`src/rtl/riscv_mc_pkg.sv`:
```
// riscv_mc_pkg
// Shared definitions for the RV32I multicycle control unit:
//   - state_e      : 4-bit FSM state encoding (also visible on the debug port)
//   - OP_*         : major opcodes recognised by the decoder
//   - ALU_*        : alu_op encodings handed to the ALU controller
//   - SRCA_*/SRCB_*: ALU operand multiplexer selects
//   - WBSEL_*      : register-file write-back source selects
//   - PCSRC_*      : next-PC source selects
//   - decode_opcode: maps an opcode to the state that follows DECODE
package riscv_mc_pkg;

  typedef enum logic [3:0] {
    S_FETCH    = 4'd0,
    S_DECODE   = 4'd1,
    S_EXEC_R   = 4'd2,
    S_EXEC_I   = 4'd3,
    S_MEM_ADDR = 4'd4,
    S_MEM_RD   = 4'd5,
    S_MEM_WR   = 4'd6,
    S_WB_ALU   = 4'd7,
    S_WB_MEM   = 4'd8,
    S_BRANCH   = 4'd9,
    S_JAL      = 4'd10,
    S_JALR     = 4'd11,
    S_LUI      = 4'd12,
    S_AUIPC    = 4'd13,
    S_FAULT    = 4'd14
  } state_e;

  localparam logic [6:0] OP_R      = 7'b0110011;
  localparam logic [6:0] OP_I      = 7'b0010011;
  localparam logic [6:0] OP_LOAD   = 7'b0000011;
  localparam logic [6:0] OP_STORE  = 7'b0100011;
  localparam logic [6:0] OP_BRANCH = 7'b1100011;
  localparam logic [6:0] OP_JAL    = 7'b1101111;
  localparam logic [6:0] OP_JALR   = 7'b1100111;
  localparam logic [6:0] OP_LUI    = 7'b0110111;
  localparam logic [6:0] OP_AUIPC  = 7'b0010111;

  localparam logic [2:0] ALU_ADD    = 3'd0;
  localparam logic [2:0] ALU_BRANCH = 3'd1;
  localparam logic [2:0] ALU_RFUNCT = 3'd2;
  localparam logic [2:0] ALU_IFUNCT = 3'd3;
  localparam logic [2:0] ALU_PASSB  = 3'd4;

  localparam logic [1:0] SRCA_PC    = 2'd0;
  localparam logic [1:0] SRCA_RS1   = 2'd1;
  localparam logic [1:0] SRCA_OLDPC = 2'd2;
  localparam logic [1:0] SRCA_ZERO  = 2'd3;

  localparam logic [1:0] SRCB_RS2  = 2'd0;
  localparam logic [1:0] SRCB_FOUR = 2'd1;
  localparam logic [1:0] SRCB_IMM  = 2'd2;

  localparam logic [1:0] WBSEL_ALU = 2'd0;
  localparam logic [1:0] WBSEL_MEM = 2'd1;
  localparam logic [1:0] WBSEL_PC4 = 2'd2;

  localparam logic [1:0] PCSRC_ALU    = 2'd0;
  localparam logic [1:0] PCSRC_ALUOUT = 2'd1;
  localparam logic [1:0] PCSRC_JALR   = 2'd2;

  // Loads and stores share MEM_ADDR; the split happens one state later.
  // Anything not listed is an illegal instruction and traps to FAULT.
  function automatic state_e decode_opcode(input logic [6:0] op);
    case (op)
      OP_R:               return S_EXEC_R;
      OP_I:               return S_EXEC_I;
      OP_LOAD, OP_STORE:  return S_MEM_ADDR;
      OP_BRANCH:          return S_BRANCH;
      OP_JAL:             return S_JAL;
      OP_JALR:            return S_JALR;
      OP_LUI:             return S_LUI;
      OP_AUIPC:           return S_AUIPC;
      default:            return S_FAULT;
    endcase
  endfunction

endpackage

```
`src/rtl/riscv_mc_timeout.sv`:
```
// riscv_mc_timeout
// Memory wait-cycle counter. Counts cycles in which the FSM is waiting on
// mem_ready and flags the cycle on which the wait budget is used up.
// Ports:
//   i_clk      : core clock
//   i_reset    : synchronous active-high reset
//   i_clear    : return the count to zero (not waiting, or memory answered)
//   i_enable   : a waiting cycle; increments the count
//   o_expired  : this waiting cycle is the MEM_TIMEOUT-th consecutive one
module riscv_mc_timeout #(
  parameter int MEM_TIMEOUT = 16,
  parameter int TO_W        = $clog2(MEM_TIMEOUT + 1)
) (
  input  logic i_clk,
  input  logic i_reset,
  input  logic i_clear,
  input  logic i_enable,
  output logic o_expired
);

  logic [TO_W-1:0] r_count;

  // The count holds the number of waiting cycles already completed, so the
  // cycle that sees MEM_TIMEOUT-1 is the last one allowed.
  always_ff @(posedge i_clk) begin
    if (i_reset || i_clear) begin
      r_count <= '0;
    end else if (i_enable) begin
      r_count <= r_count + 1'b1;
    end
  end

  // A clear in the same cycle means memory answered, which beats the timeout.
  assign o_expired = i_enable && !i_clear && (r_count == TO_W'(MEM_TIMEOUT - 1));

endmodule

```
`src/rtl/riscv_mc_ctrl.sv`:
```
// riscv_mc_ctrl
// Multicycle control FSM for an RV32I core with a shared instruction/data
// memory. Sequences fetch, decode, execute, memory and write-back, waits on a
// variable-latency mem_ready handshake and traps to a sticky FAULT state on an
// illegal opcode or a memory wait longer than MEM_TIMEOUT cycles.
// Ports:
//   clk, reset                    : clock, synchronous active-high reset
//   opcode/funct3/funct7          : instruction fields from the IR
//   branch_taken                  : datapath comparator result (BRANCH)
//   mem_ready                     : memory completes the current access
//   pc_write, ir_write            : PC / IR (+old-PC) load enables
//   mem_read, mem_write, iord     : memory request and address select
//   reg_write, wb_sel             : register-file write and source
//   alu_src_a, alu_src_b, alu_op  : ALU operand selects and operation class
//   pc_src                        : next-PC source
//   instr_done                    : pulse on the last cycle of an instruction
//   fault                         : sticky illegal-opcode / timeout flag
//   state                         : current FSM state (debug)
// Build option PERF_CNT_EN adds cycle_cnt[63:0] and instret_cnt[63:0].
module riscv_mc_ctrl
  import riscv_mc_pkg::*;
#(
  parameter int MEM_TIMEOUT = 16,
  parameter int TO_W        = $clog2(MEM_TIMEOUT + 1)
) (
  input  logic       clk,
  input  logic       reset,
  input  logic [6:0] opcode,
  input  logic [2:0] funct3,
  input  logic [6:0] funct7,
  input  logic       branch_taken,
  input  logic       mem_ready,
  output logic       pc_write,
  output logic       ir_write,
  output logic       mem_read,
  output logic       mem_write,
  output logic       iord,
  output logic       reg_write,
  output logic [1:0] alu_src_a,
  output logic [1:0] alu_src_b,
  output logic [2:0] alu_op,
  output logic [1:0] wb_sel,
  output logic [1:0] pc_src,
  output logic       instr_done,
  output logic       fault,
  output logic [3:0] state
`ifdef PERF_CNT_EN
  ,
  output logic [63:0] cycle_cnt,
  output logic [63:0] instret_cnt
`endif
);

  state_e r_state;
  state_e w_next;
  logic   w_mem_state;
  logic   w_waiting;
  logic   w_expired;
  logic   w_unused;

  // funct3/funct7 are decoded by the ALU controller, not here.
  assign w_unused = ^{funct3, funct7};

  assign w_mem_state = (r_state == S_FETCH) || (r_state == S_MEM_RD) || (r_state == S_MEM_WR);
  assign w_waiting   = w_mem_state && !mem_ready;

  // Clearing whenever we are not waiting guarantees a zero count on entry to
  // every memory state, and restarts the budget whenever memory answers.
  riscv_mc_timeout #(
    .MEM_TIMEOUT (MEM_TIMEOUT),
    .TO_W        (TO_W)
  ) u_timeout (
    .i_clk     (clk),
    .i_reset   (reset),
    .i_clear   (!w_waiting),
    .i_enable  (w_waiting),
    .o_expired (w_expired)
  );

  // State register: reset always lands in FETCH, even out of FAULT.
  always_ff @(posedge clk) begin
    if (reset) begin
      r_state <= S_FETCH;
    end else begin
      r_state <= w_next;
    end
  end

  // Next-state logic. Memory states stay put until mem_ready or timeout;
  // FAULT is absorbing and the unused encoding also falls into it.
  always_comb begin
    w_next = r_state;
    case (r_state)
      S_FETCH:    if (mem_ready) w_next = S_DECODE;
                  else if (w_expired) w_next = S_FAULT;
      S_DECODE:   w_next = decode_opcode(opcode);
      S_EXEC_R,
      S_EXEC_I:   w_next = S_WB_ALU;
      S_MEM_ADDR: w_next = (opcode == OP_LOAD) ? S_MEM_RD : S_MEM_WR;
      S_MEM_RD:   if (mem_ready) w_next = S_WB_MEM;
                  else if (w_expired) w_next = S_FAULT;
      S_MEM_WR:   if (mem_ready) w_next = S_FETCH;
                  else if (w_expired) w_next = S_FAULT;
      S_WB_ALU, S_WB_MEM, S_BRANCH, S_JAL,
      S_JALR, S_LUI, S_AUIPC:
                  w_next = S_FETCH;
      S_FAULT:    w_next = S_FAULT;
      default:    w_next = S_FAULT;
    endcase
  end

  // Output logic. Mostly Moore; the mem_ready terms in FETCH/MEM_WR and the
  // branch_taken term in BRANCH are Mealy. Reset forces everything low at
  // once so a pending memory request is withdrawn before the next edge.
  always_comb begin
    pc_write   = 1'b0;
    ir_write   = 1'b0;
    mem_read   = 1'b0;
    mem_write  = 1'b0;
    iord       = 1'b0;
    reg_write  = 1'b0;
    alu_src_a  = SRCA_PC;
    alu_src_b  = SRCB_RS2;
    alu_op     = ALU_ADD;
    wb_sel     = WBSEL_ALU;
    pc_src     = PCSRC_ALU;
    instr_done = 1'b0;
    if (!reset) begin
      case (r_state)
        S_FETCH: begin
          mem_read  = 1'b1;
          alu_src_a = SRCA_PC;
          alu_src_b = SRCB_FOUR;
          alu_op    = ALU_ADD;
          if (mem_ready) begin
            ir_write = 1'b1;
            pc_write = 1'b1;
            pc_src   = PCSRC_ALU;
          end
        end
        S_DECODE: begin
          alu_src_a = SRCA_OLDPC;
          alu_src_b = SRCB_IMM;
          alu_op    = ALU_ADD;
        end
        S_EXEC_R: begin
          alu_src_a = SRCA_RS1;
          alu_src_b = SRCB_RS2;
          alu_op    = ALU_RFUNCT;
        end
        S_EXEC_I: begin
          alu_src_a = SRCA_RS1;
          alu_src_b = SRCB_IMM;
          alu_op    = ALU_IFUNCT;
        end
        S_MEM_ADDR: begin
          alu_src_a = SRCA_RS1;
          alu_src_b = SRCB_IMM;
          alu_op    = ALU_ADD;
        end
        S_MEM_RD: begin
          mem_read = 1'b1;
          iord     = 1'b1;
        end
        S_MEM_WR: begin
          mem_write  = 1'b1;
          iord       = 1'b1;
          instr_done = mem_ready;
        end
        S_WB_ALU: begin
          reg_write  = 1'b1;
          wb_sel     = WBSEL_ALU;
          instr_done = 1'b1;
        end
        S_WB_MEM: begin
          reg_write  = 1'b1;
          wb_sel     = WBSEL_MEM;
          instr_done = 1'b1;
        end
        S_BRANCH: begin
          alu_src_a  = SRCA_RS1;
          alu_src_b  = SRCB_RS2;
          alu_op     = ALU_BRANCH;
          pc_write   = branch_taken;
          pc_src     = PCSRC_ALUOUT;
          instr_done = 1'b1;
        end
        S_JAL: begin
          reg_write  = 1'b1;
          wb_sel     = WBSEL_PC4;
          pc_write   = 1'b1;
          pc_src     = PCSRC_ALUOUT;
          instr_done = 1'b1;
        end
        S_JALR: begin
          alu_src_a  = SRCA_RS1;
          alu_src_b  = SRCB_IMM;
          alu_op     = ALU_ADD;
          pc_write   = 1'b1;
          pc_src     = PCSRC_JALR;
          reg_write  = 1'b1;
          wb_sel     = WBSEL_PC4;
          instr_done = 1'b1;
        end
        S_LUI: begin
          alu_src_a  = SRCA_ZERO;
          alu_src_b  = SRCB_IMM;
          alu_op     = ALU_PASSB;
          reg_write  = 1'b1;
          wb_sel     = WBSEL_ALU;
          instr_done = 1'b1;
        end
        S_AUIPC: begin
          alu_src_a  = SRCA_OLDPC;
          alu_src_b  = SRCB_IMM;
          alu_op     = ALU_ADD;
          reg_write  = 1'b1;
          wb_sel     = WBSEL_ALU;
          instr_done = 1'b1;
        end
        default: ;
      endcase
    end
  end

  assign fault = !reset && (r_state == S_FAULT);
  assign state = r_state;

`ifdef PERF_CNT_EN
  logic [63:0] r_cycle_cnt;
  logic [63:0] r_instret_cnt;

  // Free-running counters; FAULT cycles still count as cycles.
  always_ff @(posedge clk) begin
    if (reset) begin
      r_cycle_cnt   <= '0;
      r_instret_cnt <= '0;
    end else begin
      r_cycle_cnt <= r_cycle_cnt + 64'd1;
      if (instr_done) begin
        r_instret_cnt <= r_instret_cnt + 64'd1;
      end
    end
  end

  assign cycle_cnt   = r_cycle_cnt;
  assign instret_cnt = r_instret_cnt;
`endif

endmodule

```
`config.mk`:
```
export PLATFORM = sky130hd
export DESIGN_NAME = riscv_mc_ctrl
export DESIGN_NICKNAME = d
export VERILOG_FILES = /design/src/rtl/riscv_mc_pkg.sv /design/src/rtl/riscv_mc_timeout.sv /design/src/rtl/riscv_mc_ctrl.sv
export SDC_FILE = /design/constraint.sdc
export NUM_CORES = 1
export LEC_CHECK = 0
export CORE_MARGIN = 5
export CORE_UTILIZATION = 43
export CTS_BUF_LIST = sky130_fd_sc_hd__clkbuf_8
export CTS_CLUSTER_SIZE = 8
export DETAILED_ROUTE_END_ITERATION = 7
export HOLD_SLACK_MARGIN = 0.1
export PLACE_DENSITY_LB_ADDON = 0.2
export SYNTH_ARGS = -nofsm -noshare
export SYNTH_HDL_FRONTEND = slang
export SYNTH_HIERARCHICAL = 1
export SYNTH_SLANG_ARGS = --single-unit
```
`constraint.sdc`:
```
create_clock -name clk -period 2.2 [get_ports clk]
set_input_delay 0.44 -clock clk [delete_from_list [all_inputs] [get_ports clk]]
set_output_delay 0.44 -clock clk [all_outputs]
set_load 0.01 [all_outputs]
```
Word level (Yosys, flattened, before mapping)
Cells that the tools add are included.
Word-level totals
  bits in registers: 9
  bits of input ports: 21
  logic and storage cells: 80
  output and inout port bits: 23
Cells by class
  $add $sub $neg: 1
  eq/ne operators: 24
  reduce and logical (&&, ||, !) cells: 21
  multiplexer cells: 32
Operator list (number)
  4-bit one-hot mux with 8 select lines: 1
  4-bit equality test (second input constant): 7
  4-bit one-hot mux with 7 select lines: 1
  7-bit by 6-bit equality test with 1-bit output (second input constant): 3
  7-bit equality test (second input constant): 3
  4-bit by 3-bit equality test with 1-bit output (second input constant): 4
  4-bit two-way mux: 4
  7-bit by 5-bit equality test with 1-bit output (second input constant): 2
  2-bit OR reduction: 7
  1-bit two-way mux: 13
  2-bit one-hot mux with 2 select lines: 3
  3-bit one-hot mux with 4 select lines: 1
  6-bit OR reduction: 2
  2-bit two-way mux: 5
  4-bit by 2-bit equality test with 1-bit output (second input constant): 2
  7-bit by 2-bit equality test with 1-bit output (second input constant): 1
  7-bit OR reduction: 1
  2-bit one-hot mux with 3 select lines: 1
  5-bit by 1-bit adder with 5-bit output (second input constant): 1
  5-bit by 4-bit equality test with 1-bit output (second input constant): 1
  5-bit OR reduction: 1
  4-bit by 1-bit equality test with 1-bit output (second input constant): 1
  4-bit logical NOT: 1
  1-bit logical AND: 3
  5 further kinds: 9

Logic depth before layout (Yosys ltp)
  depth after elaboration: 8
  depth in mapped cells: 11
  mapped depth without buffers: 9

Cells and area by module
Netlist, hierarchy kept.
By module, submodules not included
  riscv_mc_ctrl: cells each 113, times used 1, area each 705.7 um^2, sequential area each 80.1 um^2
  riscv_mc_timeout: cells each 25, times used 1, area each 277.8 um^2, sequential area each 100.1 um^2

Worst setup path after synthesis
No wires, ideal clock.
  path type: register to register
  start point: reg r_state[1] (netlist: state[1])
  end point: reg r_state[1] (netlist: state[1])
  path slack: 0.310 ns
  arrival: 1.832 ns
  stages on the path, launching flop included: 11
  data required time: 2.142 ns
  library setup time: 0.058 ns
  clock period less this slack: 1.890 ns
  path buffers: 2
  cells stage by stage: dfxtp_1 buf_2 inv_2 nor3_1 a21oi_1 nor3_1 buf_6 and3b_1 a31oi_1 nor4b_1 a211o_1
On the way
  cells in the longest elaborated chain, start to end: 8
  elaborated cells between the ends (all ways): 25
  classes of those cells: 13 x eq/ne; 5 x mux; 7 x reduce/logical
Ends and longest elaborated chain
  from (decl): RTL line riscv_mc_ctrl.sv:54  | state_e r_state;
  from (signal assigned): RTL line riscv_mc_ctrl.sv:85  | r_state <= w_next;
  4-bit by 3-bit equality test with 1-bit output or 4-bit logical NOT (tied branches): RTL line riscv_mc_ctrl.sv:64  | assign w_mem_state = (r_state == S_FETCH) || (r_state == S_MEM_RD) || (r_state == S_MEM_WR);
  1-bit logical OR: RTL line riscv_mc_ctrl.sv:64
  1-bit logical OR *: RTL line riscv_mc_ctrl.sv:64
  1-bit logical AND *: RTL line riscv_mc_ctrl.sv:65  | assign w_waiting = w_mem_state && !mem_ready;
  named net w_waiting: RTL line riscv_mc_ctrl.sv:57  | logic w_waiting;
  1-bit logical AND *: RTL line riscv_mc_timeout.sv:34  | assign o_expired = i_enable && !i_clear && (r_count == TO_W'(MEM_TIMEOUT - 1));
  named net w_expired: RTL line riscv_mc_ctrl.sv:58  | logic w_expired;
  4-bit two-way mux *
  4-bit two-way mux, on equally long branches
  4-bit one-hot mux with 7 select lines *: RTL line riscv_mc_ctrl.sv:93  | case (r_state)
Mark *: on every way through the listed nets, which the timed path passes. The rest lies on a longest branch.
A chain may end at the register's enable or synchronous reset.

Worst setup path after layout
  start point: in reset
  end point: out alu_op[1]
On the way
  cells in the longest elaborated chain, start to end: 1
Ends and longest elaborated chain
  from (decl): RTL line riscv_mc_ctrl.sv:27  | input logic reset,
  3-bit two-way mux: RTL line riscv_mc_ctrl.sv:128  | if (!reset) begin
  to (decl): RTL line riscv_mc_ctrl.sv:41  | output logic [2:0] alu_op,
No other way between the ends.

==> results.json <==
{
  "finalClockSkew_ns": 0.000649,
  "cp_data_arrival_time_ns": 1.69,
  "count_of_pins_on_the_block_boundary": 44,
  "maxCapViolations": 0,
  "design_area_um2": 1530,
  "worstPathCellList": "dlygate4sd2_1 > buf_4 > nor3_2 > and2_1 > clkdlybuf4s50_1",
  "first_global_vias": 1110,
  "number_of_flops_mapped_to_enable_cells_by_yosys": 0,
  "timing.rr.start": "state[1]",
  "period_minus_ws_final_ns": 2.13,
  "rrSetupSlack_ns": 0.31,
  "numPortBuffers": 33,
  "post_synth_main_area_contributors": "sky130_fd_sc_hd__dfxtp_1, sky130_fd_sc_hd__nor2_1, sky130_fd_sc_hd__a21oi_1",
  "cts_num_sinks": 9,
  "fp-row-count": 17,
  "detailedRoute.firstPassIterationCount": 4,
  "ctsHtreeMaxLevel": 1,
  "classification_of_the_worst_setup_path": "in -> out",
  "clk_path_buf_depth": 2,
  "vias": 1191,
  "hold_path_depth": 2,
  "outcome": "complete, no violations",
  "grt_start_max_net_pins": 16,
  "placement.cell_area_um2": 1430,
  "post-synth-top-area-fraction_pct": 18.3,
  "post_synth_instance_area_um2": 983,
  "power.static_leakage_uw": 0.000704,
  "final_hold_viols": 0,
  "final_core_util_pct": 69.7,
  "worst_setup_hold_path_clk_slew_ns": 0.04,
  "postRouteWirelength_um": 3010,
  "fmax_mhz": 470,
  "post_drt_via_cell_ratio": 5.62,
  "postSynth.asyncResetShare_pct": 0,
  "clockRootBuffer": "sky130_fd_sc_hd__clkbuf_8",
  "hold_path_origin": "u_timeout/r_count[4]",
  "yosysSeqAreaShare_pct": 18.3,
  "relSlewSlack_pct": 76.6,
  "worstReg2RegEnd": "state[1]",
  "post-dp-hpwl_um": 2320,
  "yosysWarningCount": 6,
  "min_delay_worst_endpoint": "u_timeout/r_count[4]",
  "endpoint_kind": "primary output",
  "worstRegToRegCells": 8,
  "globalRoute.totalOverflow": 0,
  "synthesis.nets": 161,
  "cts_setup_buffers": 0,
  "die_width_um": 57.8,
  "cts_inserted_buffers": 3,
  "synth_seq_cells": 9,
  "syn_avg_cell_area_um2": 7.13,
  "routedWlPerCell_um": 14.2,
  "irDropWorstVdd_mv": 0.602,
  "chipHeight_um": 57.8,
  "critical_path.max_stage_delay_ns": 0.53,
  "route.detailed.drc": 0,
  "worstSkewPairLatency_ns": 0.23,
  "synth_largest_area_cell": "sky130_fd_sc_hd__dfxtp_1",
  "drt_first_iter_violations": 32,
  "critPathSlowestCell": "sky130_fd_sc_hd__clkdlybuf4s50_1",
  "cts_tree": "built",
  "netlist-cell-type-count": 48,
  "p_per_area_nw_per_um2": 903,
  "fin_nets": 208,
  "startpoint_kind_of_the_worst_setup_timing_path": "input port",
  "data_required_time_at_the_worst_endpoint_ns": 1.76,
  "drv_slew": 0,
  "layout_worst_path_cycle_share_pct": 96.7,
  "post_route_cells_drive_above_1_share_pct": 23.9,
  "syn_inst": 138,
  "gp_congestion": 0.832,
  "finalPower_uw": 1380,
  "grt_antenna_before_repair": 0,
  "initial_core_util_pct": 44.9,
  "ys_dominant_reg_cell": "sky130_fd_sc_hd__dfxtp_1",
  "dieArea_um2": 3340,
  "area_growth_syn_to_layout_pct": 55.3,
  "setup-violations-final": 0,
  "floorplan.core_area_um2": 2190,
  "antenna-diode-count": 0,
  "worstPathMaxFanout": 4,
  "grt_first_pass_wirelength_um": 4880,
  "drtAntennaViolNets": 0,
  "tightest_slew_ns": 0.346,
  "worstHoldPathType": "reg -> reg",
  "groute.usage.overall_pct": 18.2
}
[where the power goes]
group / switching, µW / internal, µW
combinational: 427 / 461
sequential: 96.4 / 210
clock: 63.3 / 121
total: 587 / 792
[synth_stat cells (all sizes together) (2+ instances only)]
cell type,instances
or2,2
buf,10
nand4,3
nand2,6
nor2b,3
ha,2
inv,5
o221ai,2
a211oi,2
nor3,11
a21oi,12
and2,4
nor4,2
o21ai,5
nor2,21
nand2b,8
and3,2
nand3b,2
xnor2,3
nand3,3
a31oi,4
nor4b,2
dfxtp,9
[routing by layer]
layer  track usage, %  vias to the layer above  wire length (µm)
met5                0                        -                 0
met4             6.95                        0                30
met3             2.45                        6               139
met2             33.1                       33              1590
met1             21.5                      558              1250
li1                 -                      594                 -
[registers in the layout, indices dropped and copies added, names as in the netlist]
signal and flops:
state 4, u_timeout/r_count 5
[through the flow]
stage	hold slack (ns)	setup slack, ns	cells	TNS (ns)
5_1_grt	0.542	-0.00127	212	-0.00127
2_1_floorplan	0.492	0.310	138	0
3_3_place_gp	0.505	-0.199	208	-2.49
3_5_place_dp	0.518	-0.243	208	-2.90
6_report	0.522	0.0717	212	0
4_1_cts	0.524	0.0140	212	0
[cell type report]
class | count | area, µm²
Tap cell | 28 | 35.0
Fill cell | 186 | 663
Sequential cell | 9 | 195
Timing Repair Buffer | 53 | 492
Multi-Input combinational cell | 113 | 742
Inverter | 5 | 18.8
Clock buffer | 3 | 41.3
Clock inverter | 1 | 3.75
[cell usage in the layout, fill, tap and decap left out, types with 2 or more instances in the layout]
master,synthesis,routed
sky130_fd_sc_hd__a21oi_1,12,12
sky130_fd_sc_hd__a31oi_1,4,4
sky130_fd_sc_hd__and2_1,4,4
sky130_fd_sc_hd__and3_1,2,2
sky130_fd_sc_hd__buf_4,2,19
sky130_fd_sc_hd__clkbuf_8,0,3
sky130_fd_sc_hd__clkdlybuf4s50_1,0,21
sky130_fd_sc_hd__dfxtp_1,9,5
sky130_fd_sc_hd__dfxtp_4,0,4
sky130_fd_sc_hd__dlygate4sd2_1,0,6
sky130_fd_sc_hd__dlymetal6s2s_1,0,6
sky130_fd_sc_hd__ha_1,2,2
sky130_fd_sc_hd__inv_1,2,3
sky130_fd_sc_hd__inv_2,3,3
sky130_fd_sc_hd__nand2_1,5,5
sky130_fd_sc_hd__nand2b_1,7,7
sky130_fd_sc_hd__nand3_1,3,3
sky130_fd_sc_hd__nand3b_1,2,2
sky130_fd_sc_hd__nand4_1,2,2
sky130_fd_sc_hd__nor2_1,21,20
sky130_fd_sc_hd__nor2b_1,3,2
sky130_fd_sc_hd__nor3_1,10,8
sky130_fd_sc_hd__nor3_2,1,3
sky130_fd_sc_hd__nor4_1,2,2
sky130_fd_sc_hd__nor4b_1,2,2
sky130_fd_sc_hd__o21ai_0,4,4
sky130_fd_sc_hd__o221ai_1,2,2
sky130_fd_sc_hd__xnor2_1,3,2
[worst max-delay path, delay by kind of cell]
family	cells	cell delay (ns)
AND/OR/NAND/NOR	2	0.28
buffers and inverters	3	0.96
[what timing repair did]
action,CTS,global route
setup endpoints to repair,19,10
pin swaps,0,0
resized for setup,13,13
hold buffers,0,0
[logic make-up after synthesis]
kind of cell,share of synthesized area [%]
AO/OA/AOI/OAI,22.5
XOR/XNOR,2.67
adder cells (fa/ha/maj),2.54
buffers and inverters,8.52
flip-flops,18.3
multiplexers,2.54
AND/OR/NAND/NOR,42.9
[worst max path at each step]
stage / startpoint / endpoint / slack, ns / depth (start not counted)
global route: state[1] / alu_src_b[1] / -0.001 / 4
detailed placement: reset / ir_write / -0.24 / 5
global placement: reset / ir_write / -0.20 / 5
finish: reset / alu_op[1] / 0.07 / 5
floorplan: state[1] / state[1] / 0.31 / 10
CTS: reset / iord / 0.01 / 5
Power figures use the tool's default switching activity.
